## src/rtl/difetto_obsr.sv

```systemverilog
// ---------------------------------------------------------------------------
// difetto_obsr -- output boundary-scan register
//
// Sits between a core output bus and its pads. In functional mode the pad
// follows the core with zero latency. In test mode the pad is driven from an
// update register that is loaded through a serial capture/shift/update chain
// (LSB out on SO, MSB in from SI).
//
// Parameters:
//   WIDTH          number of boundary cells (>= 1)
//   CLK_POLARITY   1: state changes on posedge CLK, 0: on negedge CLK
//   TEST_POLARITY  level of TEST that selects test mode
//   SAFE_VALUE     pad value in test mode before the first UPDATE
//                  (only with DIFETTO_OBSR_SAFE_EN defined)
//
// Ports:
//   CLK      clock, active edge per CLK_POLARITY
//   RST_N    synchronous active-low reset
//   TEST     test-mode select
//   D        core-side value          Q     pad-side value
//   CAPTURE  load chain from D        SHIFT shift chain one position
//   UPDATE   chain -> update register SI/SO scan in / scan out
//   DONE     one-cycle pulse after every full WIDTH-bit shift
//
// Optional feature macro: DIFETTO_OBSR_SAFE_EN
//   Defined: Q = SAFE_VALUE in test mode until the first UPDATE after reset.
//   Undefined: Q = update register in test mode from reset (zeros).
// ---------------------------------------------------------------------------
(* keep_hierarchy = "yes", no_boundary_scan = 1 *)
module difetto_obsr #(
    parameter int unsigned      WIDTH         = 1,
    parameter logic             CLK_POLARITY  = 1'b1,
    parameter logic             TEST_POLARITY = 1'b1,
    parameter logic [WIDTH-1:0] SAFE_VALUE    = {WIDTH{1'b0}}
) (
    input  logic             CLK,
    input  logic             RST_N,
    input  logic             TEST,
    input  logic [WIDTH-1:0] D,
    output logic [WIDTH-1:0] Q,
    input  logic             CAPTURE,
    input  logic             SHIFT,
    input  logic             UPDATE,
    input  logic             SI,
    output logic             SO,
    output logic             DONE
);

    localparam int unsigned      CNT_W    = $clog2(WIDTH + 1);
    localparam logic [CNT_W-1:0] CNT_LAST = CNT_W'(WIDTH - 1);

    typedef struct packed {
        logic [WIDTH-1:0] shift_reg;
        logic [WIDTH-1:0] upd_reg;
        logic [CNT_W-1:0] bit_cnt;
        logic             done_r;
`ifdef DIFETTO_OBSR_SAFE_EN
        logic             armed;
`endif
    } state_t;

    state_t           st_q;
    state_t           st_d;
    logic [WIDTH-1:0] shifted;
    logic             test_mode;

    // Chain moves toward the LSB; a 1-bit chain simply takes SI.
    if (WIDTH == 1) begin : g_shift_one
        assign shifted = SI;
    end else begin : g_shift_many
        assign shifted = {SI, st_q.shift_reg[WIDTH-1:1]};
    end

    // Next-state logic is shared by both clock-polarity variants below.
    always_comb begin
        // NOTE: every field gets a default before any branch, so no path
        // leaves a variable unassigned and no latch is inferred.
        st_d        = st_q;
        st_d.done_r = 1'b0;     // DONE is a single-cycle pulse
        if (!RST_N) begin
            st_d = '0;
        end else begin
            if (CAPTURE) begin
                st_d.shift_reg = D;
                st_d.bit_cnt   = '0;
            end else if (SHIFT) begin
                st_d.shift_reg = shifted;
                if (st_q.bit_cnt == CNT_LAST) begin
                    st_d.bit_cnt = '0;
                    st_d.done_r  = 1'b1;
                end else begin
                    st_d.bit_cnt = st_q.bit_cnt + 1'b1;
                end
            end
            // UPDATE samples the pre-edge chain, so it combines freely with
            // SHIFT or CAPTURE in the same cycle.
            if (UPDATE) begin
                st_d.upd_reg = st_q.shift_reg;
`ifdef DIFETTO_OBSR_SAFE_EN
                st_d.armed   = 1'b1;
`endif
            end
        end
    end

    if (CLK_POLARITY) begin : g_posedge
        // NOTE: state registers use non-blocking assignments so every flop
        // samples its input from before the edge.
        always_ff @(posedge CLK) st_q <= st_d;
    end else begin : g_negedge
        always_ff @(negedge CLK) st_q <= st_d;
    end

    assign test_mode = (TEST == TEST_POLARITY);
    assign SO        = st_q.shift_reg[0];
    assign DONE      = st_q.done_r;

`ifdef DIFETTO_OBSR_SAFE_EN
    assign Q = !test_mode  ? D
             : st_q.armed  ? st_q.upd_reg
             :               SAFE_VALUE;
`else
    assign Q = test_mode ? st_q.upd_reg : D;

    // SAFE_VALUE has no role in this build.
    logic unused_safe_value;
    assign unused_safe_value = ^SAFE_VALUE;
`endif

endmodule

```

## config.mk

```make
export PLATFORM = sky130hd
export DESIGN_NAME = difetto_obsr
export DESIGN_NICKNAME = d
export VERILOG_FILES = /design/src/rtl/difetto_obsr.sv
export SDC_FILE = /design/constraint.sdc
export NUM_CORES = 1
export LEC_CHECK = 0
export ABC_CLOCK_PERIOD_IN_PS = 1000
export BUFFER_PORTS_ARGS = -buffer_cell sky130_fd_sc_hd__buf_2
export CORE_AREA = 2 2 39 41
export CTS_CLUSTER_SIZE = 12
export DETAILED_ROUTE_END_ITERATION = 10
export DIE_AREA = 0 0 41 43
export SYNTH_ARGS = -nofsm -noshare
export SYNTH_HDL_FRONTEND = slang
export SYNTH_SLANG_ARGS = --single-unit
```

## constraint.sdc

```tcl
create_clock -name CLK -period 1 [get_ports CLK]
set_clock_uncertainty 0.15 [all_clocks]
set_input_delay 0.2 -clock CLK [delete_from_list [all_inputs] [get_ports CLK]]
set_output_delay 0.2 -clock CLK [all_outputs]
set_load 0.01 [all_outputs]
```

After elaboration in Yosys (flattened, before gate mapping)
Index checks and enable logic that the tools add are counted.
{"block": "totals", "regBits": 4, "in_bits": 8, "output_inout_bits": 3, "wordCells": 15}
{"block": "classes", "muxes": 5, "reduce_logical": 3, "n_bitwise": 2, "n_addsub": 1}
{"cell": "1-bit 2-to-1 mux", "n": 5}
{"cell": "3-bit OR reduction", "n": 1}
{"cell": "1-bit NOT", "n": 2}
{"cell": "2-bit nonzero test", "n": 1}
{"cell": "2-bit OR reduction", "n": 1}
{"cell": "1-bit adder (second input constant)", "n": 1}

Depth between registers and ports, before layout
Gate-level depths: netlist of the first run.
{"block": "logic_depth", "word_depth": 2, "ltp_mapped": 2, "depth_no_buf": 2}

Worst setup path before layout of the first run
Ideal clock, no wire load.
{"block": "synth_timing", "kind": "register -> register", "startpoint": "register, netlist name SO", "endpoint": "register st_q, in the netlist SO", "arrival_time_ns": 0.791, "path_buffers": 0, "path_stages_with_launch": 3, "slack_ns": -0.057, "setup_time_ns": 0.116, "synth_period_minus_slack_ns": 1.057, "required_ns": 0.734, "path_cell_list": "dfxtp_1 mux2_1 o211a_1"}
{"item": "to (signal assigned)", "line_no": "109", "source": "always_ff @(posedge CLK) st_q <= st_d;"}
{"item": "to (decl)", "line_no": "62", "source": "state_t st_q;"}

Worst setup path in the final report of the first run
{"block": "layout_timing", "startpoint": "register st_q[2] (netlist bit)", "endpoint": "output Q"}
{"block": "layout_between", "elab_chain_cells": 1}
{"item": "1-bit 2-to-1 mux", "line_no": "123", "source": "assign Q = test_mode ? st_q.upd_reg : D;"}
{"item": "to (decl)", "line_no": "40", "source": "output logic [WIDTH-1:0] Q,"}
No other way between the ends.

==> run summary, run 1 <==
Outcome = finished, violations left
Failing checks = negative setup slack
P_leak = 0.136 nW
CP max stage delay = 0.31 ns
Post-CTS setup buffer count = 0
Hold Fails Final Rpt = 0
Syn Nets = 18
Total core area = 1380 um^2
Mapped Cells = 10
Syn avg cell area = 12.5 um^2
Placement Rows = 14
Total die area = 1760 um^2
Number of remaining DRC errors = 0
WL final = 359 um
Pre-antenna DRT Iters = 2
Critical path's top delay family = flip-flops
Hold buffer count at CTS = 0
Vias/cell = 3.12
Drt wl/cell = 8.76 um
Max-cap violations = 0
Area grow syn2layout = 110%
TritonCTS clock tree = yes
Area contributors post-synth = dfxtp_1, mux2_1, mux2_2
Multi-input logic area = 72.6 um^2
Cell Count Post-Placement = 37
Top cell type's share of synthesized area = 0.480
Die Y-Extent = 43 um
Initial drt markers = 2
CP Max Fanout = 2
Largest net degree at the start of global routing = 4
Critical path cell sequence = mux2_4 > buf_6
First-pass GRT wire length = 558 um
Cell taking the most area after synthesis = dfxtp_1
Worst setup margin = -0.267 ns
Least-Margin Pin Slew = 0.125 ns
RSZ-0062 raised after global routing = yes
Fillcell total = 152
Skew-Pair Late Insertion Delay = 0.23 ns
CP Capture Type = output pin
Buf+Inv Stages, Crit Path = 1
# H-tree levels = 1
Fin. max-slew vios = 0
Arrival @ worst endpoint = 0.92 ns
Total I/O pin count = 11
CP max stage cell = dfxtp_2
Fmax = 0.789 GHz
Final GP Congestion = 0.576
Gr ovfl total = 0
Worst Setup Slack post-DPL = -0.0916 ns
Peak supply drop = 0.816 mV
Crit path required time = 0.65 ns
Layout cells sized above 1 = 0.800
CTS Sinks = 3
Number of antenna violations at the first check in global routing = 0
ANT cells = 0
Power Dens Cells = 1550 nW/um^2
Reg clk slew, reported paths = 0.04 ns
Tcrit/Tclk final = 1.27
Vias in the first global route = 142
Final worst path period need = 1.27 ns
Post-synthesis cell type count = 8
Register area share after synthesis = 0.480
Bufs on Longest Clock Path = 2
CTS buffer count = 3
Post-Route Utilization = 0.190
Post-Route Setup TNS = -0.408 ns
Initial Util = 0.0904
Crit Path Category = register to output pin
Die X = 41 um
GRT Total Usage = 0.0542
Synth Warn # = 0
Via count = 128
I/O Buffers = 10
Final setup viols = 4
Post-Syn Area = 125 um^2
CTS root buf = clkbuf_4
FF+latch count, synth = 3
FF+latch area = 63.8 um^2
Crit path launch type = register
Fin nets = 34
Pwr Total = 0.408 mW
Worst hold path class = primary input to register
Non-filler instance count after layout = 41
Rel. slew slack = 0.914
Antenna Nets Post-Route = 0
-- area by class of cell --
| class | count | share of cell area |
|---|---|---|
| Multi-Input combinational cell | 7 | 0.276 |
| Sequential cell | 3 | 0.243 |
| Timing Repair Buffer | 11 | 0.305 |
| Tap cell | 16 | 0.0762 |
| Clock buffer | 4 | 0.100 |
-- layer usage --
layer / global-route usage / up-vias / part of all wire
met1: 0.0609 / 50 / 0.49
met5: 0 / - / 0
li1: - / 65 / -
met3: 0.0785 / 0 / 0.21
met4: 0.0200 / 0 / 0
met2: 0.0531 / 13 / 0.29
-- kinds of logic after synthesis --
kind of cell,after synthesis,synth area share
muxes,3,0.260
AOI/OAI and AO/OA,1,0.0800
and+or+nand+nor,3,0.180
DFF,3,0.480
-- sequential cells by signal, summed over array words and instances (netlist names) --
name and flops:
st_q 1, SO 1, DONE 1
-- report_power, final --
part | total [mW] | internal, mW | switching [mW]
Sequential | 0.132 | 0.128 | 0.00397
Combinational | 0.0673 | 0.0455 | 0.0219
Clock | 0.208 | 0.149 | 0.0588
-- synth_stat cells --
master and n:
nor2b_1 1, mux2_2 1, dfxtp_1 3, mux2_1 1, and3b_2 1, mux2i_1 1
o211a_1 1, nand2b_1 1
-- per-stage QoR --
step | hold slack (ns) | area (um^2)
floorplan | 0.176 | 130
finish | 0.0767 | 263
global placement | 0.293 | 208
global route | 0.0845 | 263
detailed placement | 0.305 | 208
CTS | 0.0731 | 262
-- final timing paths --
check	startpoint	cells past startpoint	slack [ns]	endpoint
worst min register to register	st_q[2]	2	0.37	st_q[2]
worst max-delay path	st_q[2]	2	-0.27	Q
worst max register to register	SO	2	-0.03	SO
worst min-delay path	RST_N	2	0.08	SO
-- repair_timing --
action | in CTS | in global routing
endpoints found under the setup margin | 4 | 4
gates resized for setup | 6 | 1
pin swaps | 0 | 0
-- cell usage in the layout, fill, tap and decap left out --
cell type | netlist | routed
mux2_4 | 0 | 2
buf_2 | 0 | 7
buf_6 | 0 | 4
dfxtp_2 | 0 | 3
and3b_2 | 1 | 1
o211a_1 | 1 | 1
nor2b_1 | 1 | 1
clkbuf_4 | 0 | 3
mux2i_1 | 1 | 1
nand2b_1 | 1 | 1
clkbuf_1 | 0 | 1
Power figures use the tool's default switching activity.
==> run 2, diff against run 1 <==
--- a/config.mk
+++ b/config.mk
@@ -5,12 +5,13 @@
 export SDC_FILE = /design/constraint.sdc
 export NUM_CORES = 1
 export LEC_CHECK = 0
-export ABC_CLOCK_PERIOD_IN_PS = 1000
+export ABC_CLOCK_PERIOD_IN_PS = 1600
 export BUFFER_PORTS_ARGS = -buffer_cell sky130_fd_sc_hd__buf_2
 export CORE_AREA = 2 2 39 41
 export CTS_CLUSTER_SIZE = 12
 export DETAILED_ROUTE_END_ITERATION = 10
 export DIE_AREA = 0 0 41 43
+export MAX_ROUTING_LAYER = met4
 export SYNTH_ARGS = -nofsm -noshare
 export SYNTH_HDL_FRONTEND = slang
 export SYNTH_SLANG_ARGS = --single-unit
==> constraint.sdc (replaced) <==
create_clock -name CLK -period 1.6 [get_ports CLK]
set_clock_uncertainty 0.15 [all_clocks]
set_input_delay 0.32 -clock CLK [delete_from_list [all_inputs] [get_ports CLK]]
set_output_delay 0.32 -clock CLK [all_outputs]
set_load 0.01 [all_outputs]
==> run summary, run 2 (synthesized netlist as in run 1, its figures left out) <==
Fin nets = 33 (-2.9%)
Hold_sp = RST_N
Crit path launch type = register
ANT cells = 0 (unchanged)
Number of remaining DRC errors = 0 (unchanged)
Commonest non-fill, non-tap cell in the layout = buf_2
Critical path's top delay family = flip-flops
Final worst path period need = 1.40 ns
R2R depth = 2 (unchanged)
Max-cap violations = 0 (unchanged)
Fin. max-slew vios = 0 (unchanged)
Hold Fails Final Rpt = 0 (unchanged)
Bufs on Longest Clock Path = 2 (unchanged)
Placement Rows = 14 (unchanged)
# H-tree levels = 1 (unchanged)
Final GP Congestion = 0.617 (+7.0%)
Final setup viols = 0 (-4)
TritonCTS clock tree = yes
Crit path required time = 1.13 ns (+0.48 ns)
Fmax = 0.713 GHz
Number of antenna violations at the first check in global routing = 0 (unchanged)
Vias/cell = 3.38 (+8.1%)
WL final = 350 um (-2.5%)
I/O Buffers = 10 (unchanged)
CP Capture Type = output pin
Reg clk slew, reported paths = 0.04 ns (about the same)
First-pass GRT wire length = 558 um (unchanged)
CTS Sinks = 3 (unchanged)
Drt wl/cell = 8.75 um (about the same)
Commonest cells after routing, fill and taps aside = buf_2, dfxtp_1, clkbuf_4
Crit Reg-Reg Startpoint = SO
Total die area = 1760 um^2 (unchanged)
Least-Margin Pin Slew = 0.119 ns (-0.00579 ns)
Post-Route Setup TNS = 0 ns (+0.408 ns)
Outcome = finished, final reports clean
Placement Cell Area = 195 um^2 (-6.0%)
Tcrit/Tclk final = 0.876
Pwr Total = 0.245 mW (-40%)
CTS buffer count = 3 (unchanged)
P_leak = 0.118 nW (-13%)
GRT Total Usage = 0.0595 (+0.00539)
Total core area = 1380 um^2 (unchanged)
Crit Path Category = register to output pin
Layout cells sized above 1 = 0.625 (-0.175)
Arrival @ worst endpoint = 0.93 ns (about the same)
Die X = 41 um (unchanged)
Post-CTS setup buffer count = 0 (unchanged)
CP max stage delay = 0.30 ns (about the same)
Die Y-Extent = 43 um (unchanged)
Area grow syn2layout = 77.0%
CTS root buf = clkbuf_4
Endpoint, Worst Hold = st_q[2]
Rel. slew slack = 0.918 (+0.00397)
FF-to-FF setup slack = 0.54 ns (+0.57 ns)
Finished layout cell area = 221 um^2 (-16%)
Gr ovfl total = 0 (unchanged)
RSZ-0062 raised after global routing = no
Skew-Pair Late Insertion Delay = 0.23 ns (about the same)
Power Dens Cells = 1100 nW/um^2 (-29%)
Initial Util = 0.0904 (unchanged)
Via count = 135 (+5.5%)
Buf+Inv Stages, Crit Path = 1 (unchanged)
Pre-antenna DRT Iters = 4 (+2)
CP Max Fanout = 2 (unchanged)
Peak supply drop = 0.327 mV (-60%)
Vias in the first global route = 144 (+1.4%)
Total I/O pin count = 11 (unchanged)
FF-to-FF End = SO
Initial drt markers = 3 (+1)
Worst setup margin = 0.198 ns (+0.465 ns)
Worst hold path class = primary input to register
Worst Setup Slack post-DPL = 0.268 ns (+0.360 ns)
Hold buffer count at CTS = 0 (unchanged)
Largest net degree at the start of global routing = 4 (unchanged)
Cells on Worst Hold Path = 2 (unchanged)
Critical path cell sequence = mux2_2 > buf_2
Fillcell total = 159 (+4.6%)
CP max stage cell = dfxtp_1
Post-CTS sizing = 0 (-6)
Antenna Nets Post-Route = 0 (unchanged)
[run 2: cell count changes in the layout (fill, tap and decap cells not counted), sizes merged]
cell and change:
buf -1
[run 2: worst register-to-register path, cell delays in order, from the launching register on]
cell and delay, ns:
dfxtp_1 0.31, mux2_1 0.29, o211a_1 0.20
[run 2: worst max-delay path by stage]
| stage | start | end | slack [ns] | depth (start not counted) |
|---|---|---|---|---|
| global route | st_q[2] | Q | 0.16 | 2 |
| detailed placement | TEST | Q | 0.27 | 3 |
| CTS | st_q[2] | Q | 0.19 | 2 |
| global placement | TEST | Q | 0.26 | 3 |
| finish | st_q[2] | Q | 0.20 | 2 |
| floorplan | TEST | Q | 0.47 | 1 |
[run 2: metrics by stage]
stage / util / instances / hold WS (ns)
finish: 0.160 / 40 / 0.188
global route: 0.160 / 40 / 0.186
CTS: 0.160 / 40 / 0.183
detailed placement: 0.141 / 36 / 0.362
global placement: 0.141 / 36 / 0.363
floorplan: - / 10 / 0.298
[run 2: final cells by class]
class                   count  area [um^2]  share of cell area
multi-input cells           7         65.1               0.294
repair buffers             10         50.0               0.226
flip-flops and latches      3         60.1               0.271
well taps                  16         20.0              0.0904
clock buffers               4         26.3               0.119
[run 2: metal layers]
metal | routed length [um] | vias to the layer above | track usage | part of all wire
li1 | - | 64 | - | -
met1 | 194 | 58 | 0.0703 | 0.55
met2 | 80 | 13 | 0.0469 | 0.23
met3 | 76 | 0 | 0.0942 | 0.22
met4 | 0 | 0 | 0.0200 | 0
met5 | 0 | - | - | 0
[run 2: report_power, final]
part	switching (mW)	total, mW	internal (mW)
Combinational	0.0118	0.0286	0.0168
Clock	0.0412	0.135	0.0936
Sequential	0.00191	0.0813	0.0793
==> run 3, diff against run 2 <==
--- a/config.mk
+++ b/config.mk
@@ -5,13 +5,17 @@
 export SDC_FILE = /design/constraint.sdc
 export NUM_CORES = 1
 export LEC_CHECK = 0
+export ABC_AREA = 1
 export ABC_CLOCK_PERIOD_IN_PS = 1600
 export BUFFER_PORTS_ARGS = -buffer_cell sky130_fd_sc_hd__buf_2
+export CELL_PAD_IN_SITES_DETAIL_PLACEMENT = 0
+export CELL_PAD_IN_SITES_GLOBAL_PLACEMENT = 1
 export CORE_AREA = 2 2 39 41
 export CTS_CLUSTER_SIZE = 12
 export DETAILED_ROUTE_END_ITERATION = 10
 export DIE_AREA = 0 0 41 43
 export MAX_ROUTING_LAYER = met4
+export PLACE_DENSITY_LB_ADDON = 0.1
 export SYNTH_ARGS = -nofsm -noshare
 export SYNTH_HDL_FRONTEND = slang
 export SYNTH_SLANG_ARGS = --single-unit
==> run summary, run 3 <==
Mapped Cells = 20 (+10)
# H-tree levels = 1 (unchanged)
Post-synthesis mux area share = 0 (-0.260)
WL final = 368 um (+5.1%)
Post-Synth Adder-Cell Area = 0 (unchanged)
Total die area = 1760 um^2 (unchanged)
CTS buffer count = 3 (unchanged)
Register area share after synthesis = 0.471 (-0.00941)
RSZ-0062 raised after global routing = no
Critical path's top delay family = flip-flops
CTS Sinks = 3 (unchanged)
Critical path cell sequence = nand2_1 > o21ai_0 > buf_2
Post-CTS sizing = 0 (unchanged)
Placement Rows = 14 (unchanged)
CP max stage cell = dfxtp_1
Crit path required time = 1.13 ns (about the same)
Pre-antenna DRT Iters = 2 (-2)
Synth Warn # = 0 (unchanged)
Outcome = finished, final reports clean
ANT cells = 0 (unchanged)
Fmax = 0.787 GHz (+10%)
Final GP Congestion = 0.606 (-1.7%)
Vias in the first global route = 157 (+9.0%)
Gr ovfl total = 0 (unchanged)
Arrival @ worst endpoint = 0.80 ns (-0.13 ns)
CTS root buf = clkbuf_4
Fin. max-slew vios = 0 (unchanged)
Initial Util = 0.0922 (+0.00181)
Syn avg cell area = 6.38 um^2 (-49%)
Bufs on Longest Clock Path = 2 (unchanged)
Area contributors post-synth = dfxtp_1, nor2_1, nand2_1
Top cell type's share of synthesized area = 0.471 (-0.00941)
Antenna Nets Post-Route = 0 (unchanged)
Initial drt markers = 1 (-2)
Hold buffer count at CTS = 0 (unchanged)
Layout cells sized above 1 = 0.412 (-0.213)
Area grow syn2layout = 75.5%
Hold Fails Final Rpt = 0 (unchanged)
CP Max Fanout = 2 (unchanged)
Commonest cells after routing, fill and taps aside = buf_2, nor2_1, nand2_1
Largest net degree at the start of global routing = 4 (unchanged)
P_leak = 0.125 nW (+6.0%)
Post-synthesis cell type count = 7 (-1)
Number of remaining DRC errors = 0 (unchanged)
Power Dens Cells = 1100 nW/um^2 (-0.40%)
FF+latch count, synth = 3 (unchanged)
Main synth FF type = dfxtp_1
Synth Area in XOR/XNOR = 0 (unchanged)
TritonCTS clock tree = yes
CP Capture Type = output pin
Rel. slew slack = 0.910 (-0.00762)
Largest family of logic cells by synthesized area = simple AND/OR/NAND/NOR gates
Skew-Pair Late Insertion Delay = 0.23 ns (about the same)
GR met3 Demand/Resource = 0.0838 (-0.0105)
Vias/cell = 3.08 (-8.7%)
Tcrit/Tclk final = 0.794 (-0.0824)
CP max stage delay = 0.31 ns (about the same)
Post-Route Setup TNS = 0 ns (unchanged)
Die Y-Extent = 43 um (unchanged)
Worst hold path class = primary input to register
Post-CTS setup buffer count = 0 (unchanged)
Post-Syn Area = 128 um^2 (+2.0%)
Peak supply drop = 0.527 mV (+61%)
Least-Margin Pin Slew = 0.133 ns (+0.0134 ns)
Drt wl/cell = 7.36 um (-16%)
Fin nets = 43 (+30%)
GRT Total Usage = 0.0637 (+0.00417)
Max-cap violations = 0 (unchanged)
Commonest non-fill, non-tap cell in the layout = buf_2
Reg clk slew, reported paths = 0.04 ns (about the same)
Post-synth EDFFs = 0 (unchanged)
Pwr Total = 0.246 mW (+0.72%)
Gr busiest metal = met3
Met2 GRT Util = 0.0594 (+0.0125)
Crit path launch type = register
Total I/O pin count = 11 (unchanged)
Compound-Gate Fraction of Synth Area = 0.118 (+0.0376)
Most common cell in the netlist = nor2_1
Syn Nets = 28 (+10)
Total core area = 1380 um^2 (unchanged)
Die X = 41 um (unchanged)
Buf+Inv Stages, Crit Path = 1 (unchanged)
I/O Buffers = 10 (unchanged)
Number of antenna violations at the first check in global routing = 0 (unchanged)
Synth Area in Simple Gates = 0.294 (+0.114)
Final worst path period need = 1.27 ns (-0.132 ns)
Most instantiated cells after synthesis = nor2_1, nand2_1, dfxtp_1, inv_1, o21ai_0
Met1 Resource Use GR = 0.0577 (-0.0126)
Cell taking the most area after synthesis = dfxtp_1
Asr flop ratio synth = 0 (unchanged)
Final setup viols = 0 (unchanged)
Crit Path Category = register to output pin
First-pass GRT wire length = 600 um (+7.5%)
Via count = 154 (+14%)
run 3: per-layer routing:
layer	wire length, um	vias up
li1	-	86
met3	72	2
met2	136	10
met4	14	0
met5	0	-
met1	144	56
run 3: worst paths after layout:
kind,endpoint,cells after the start,slack (ns),start
worst min register to register,st_q[2],2,0.36,SO
worst max-delay path,Q,3,0.33,st_q[2]
worst min-delay path,DONE,2,0.11,CAPTURE
worst max register to register,SO,4,0.81,SO
run 3: layout make-up:
class | instances | area [um^2]
repair buffers | 10 | 50.0
flip-flops and latches | 3 | 60.1
inverters | 4 | 15.0
clock buffers | 4 | 26.3
well taps | 16 | 20.0
fillers | 164 | 1160
multi-input cells | 13 | 52.6
run 3: through the flow:
| stage | util | instances | setup slack (ns) | cell area [um^2] | hold slack, ns |
|---|---|---|---|---|---|
| after floorplan | - | 20 | 0.519 | 128 | 0.242 |
| after global placement | 0.143 | 46 | 0.417 | 198 | 0.354 |
| after detailed placement | 0.143 | 46 | 0.412 | 198 | 0.351 |
| after CTS | 0.162 | 50 | 0.309 | 224 | 0.105 |
| after global routing | 0.162 | 50 | 0.265 | 224 | 0.120 |
| final | 0.162 | 50 | 0.330 | 224 | 0.114 |
run 3: logic make-up after synthesis:
kind of cell / Yosys count
AOI/OAI and AO/OA: 3
DFF: 3
buffers and inverters: 4
and+or+nand+nor: 10
run 3: power by group:
group	switching [mW]	internal [mW]
sequential	0.00197	0.0798
combinational	0.0147	0.0142
clock	0.0421	0.0936
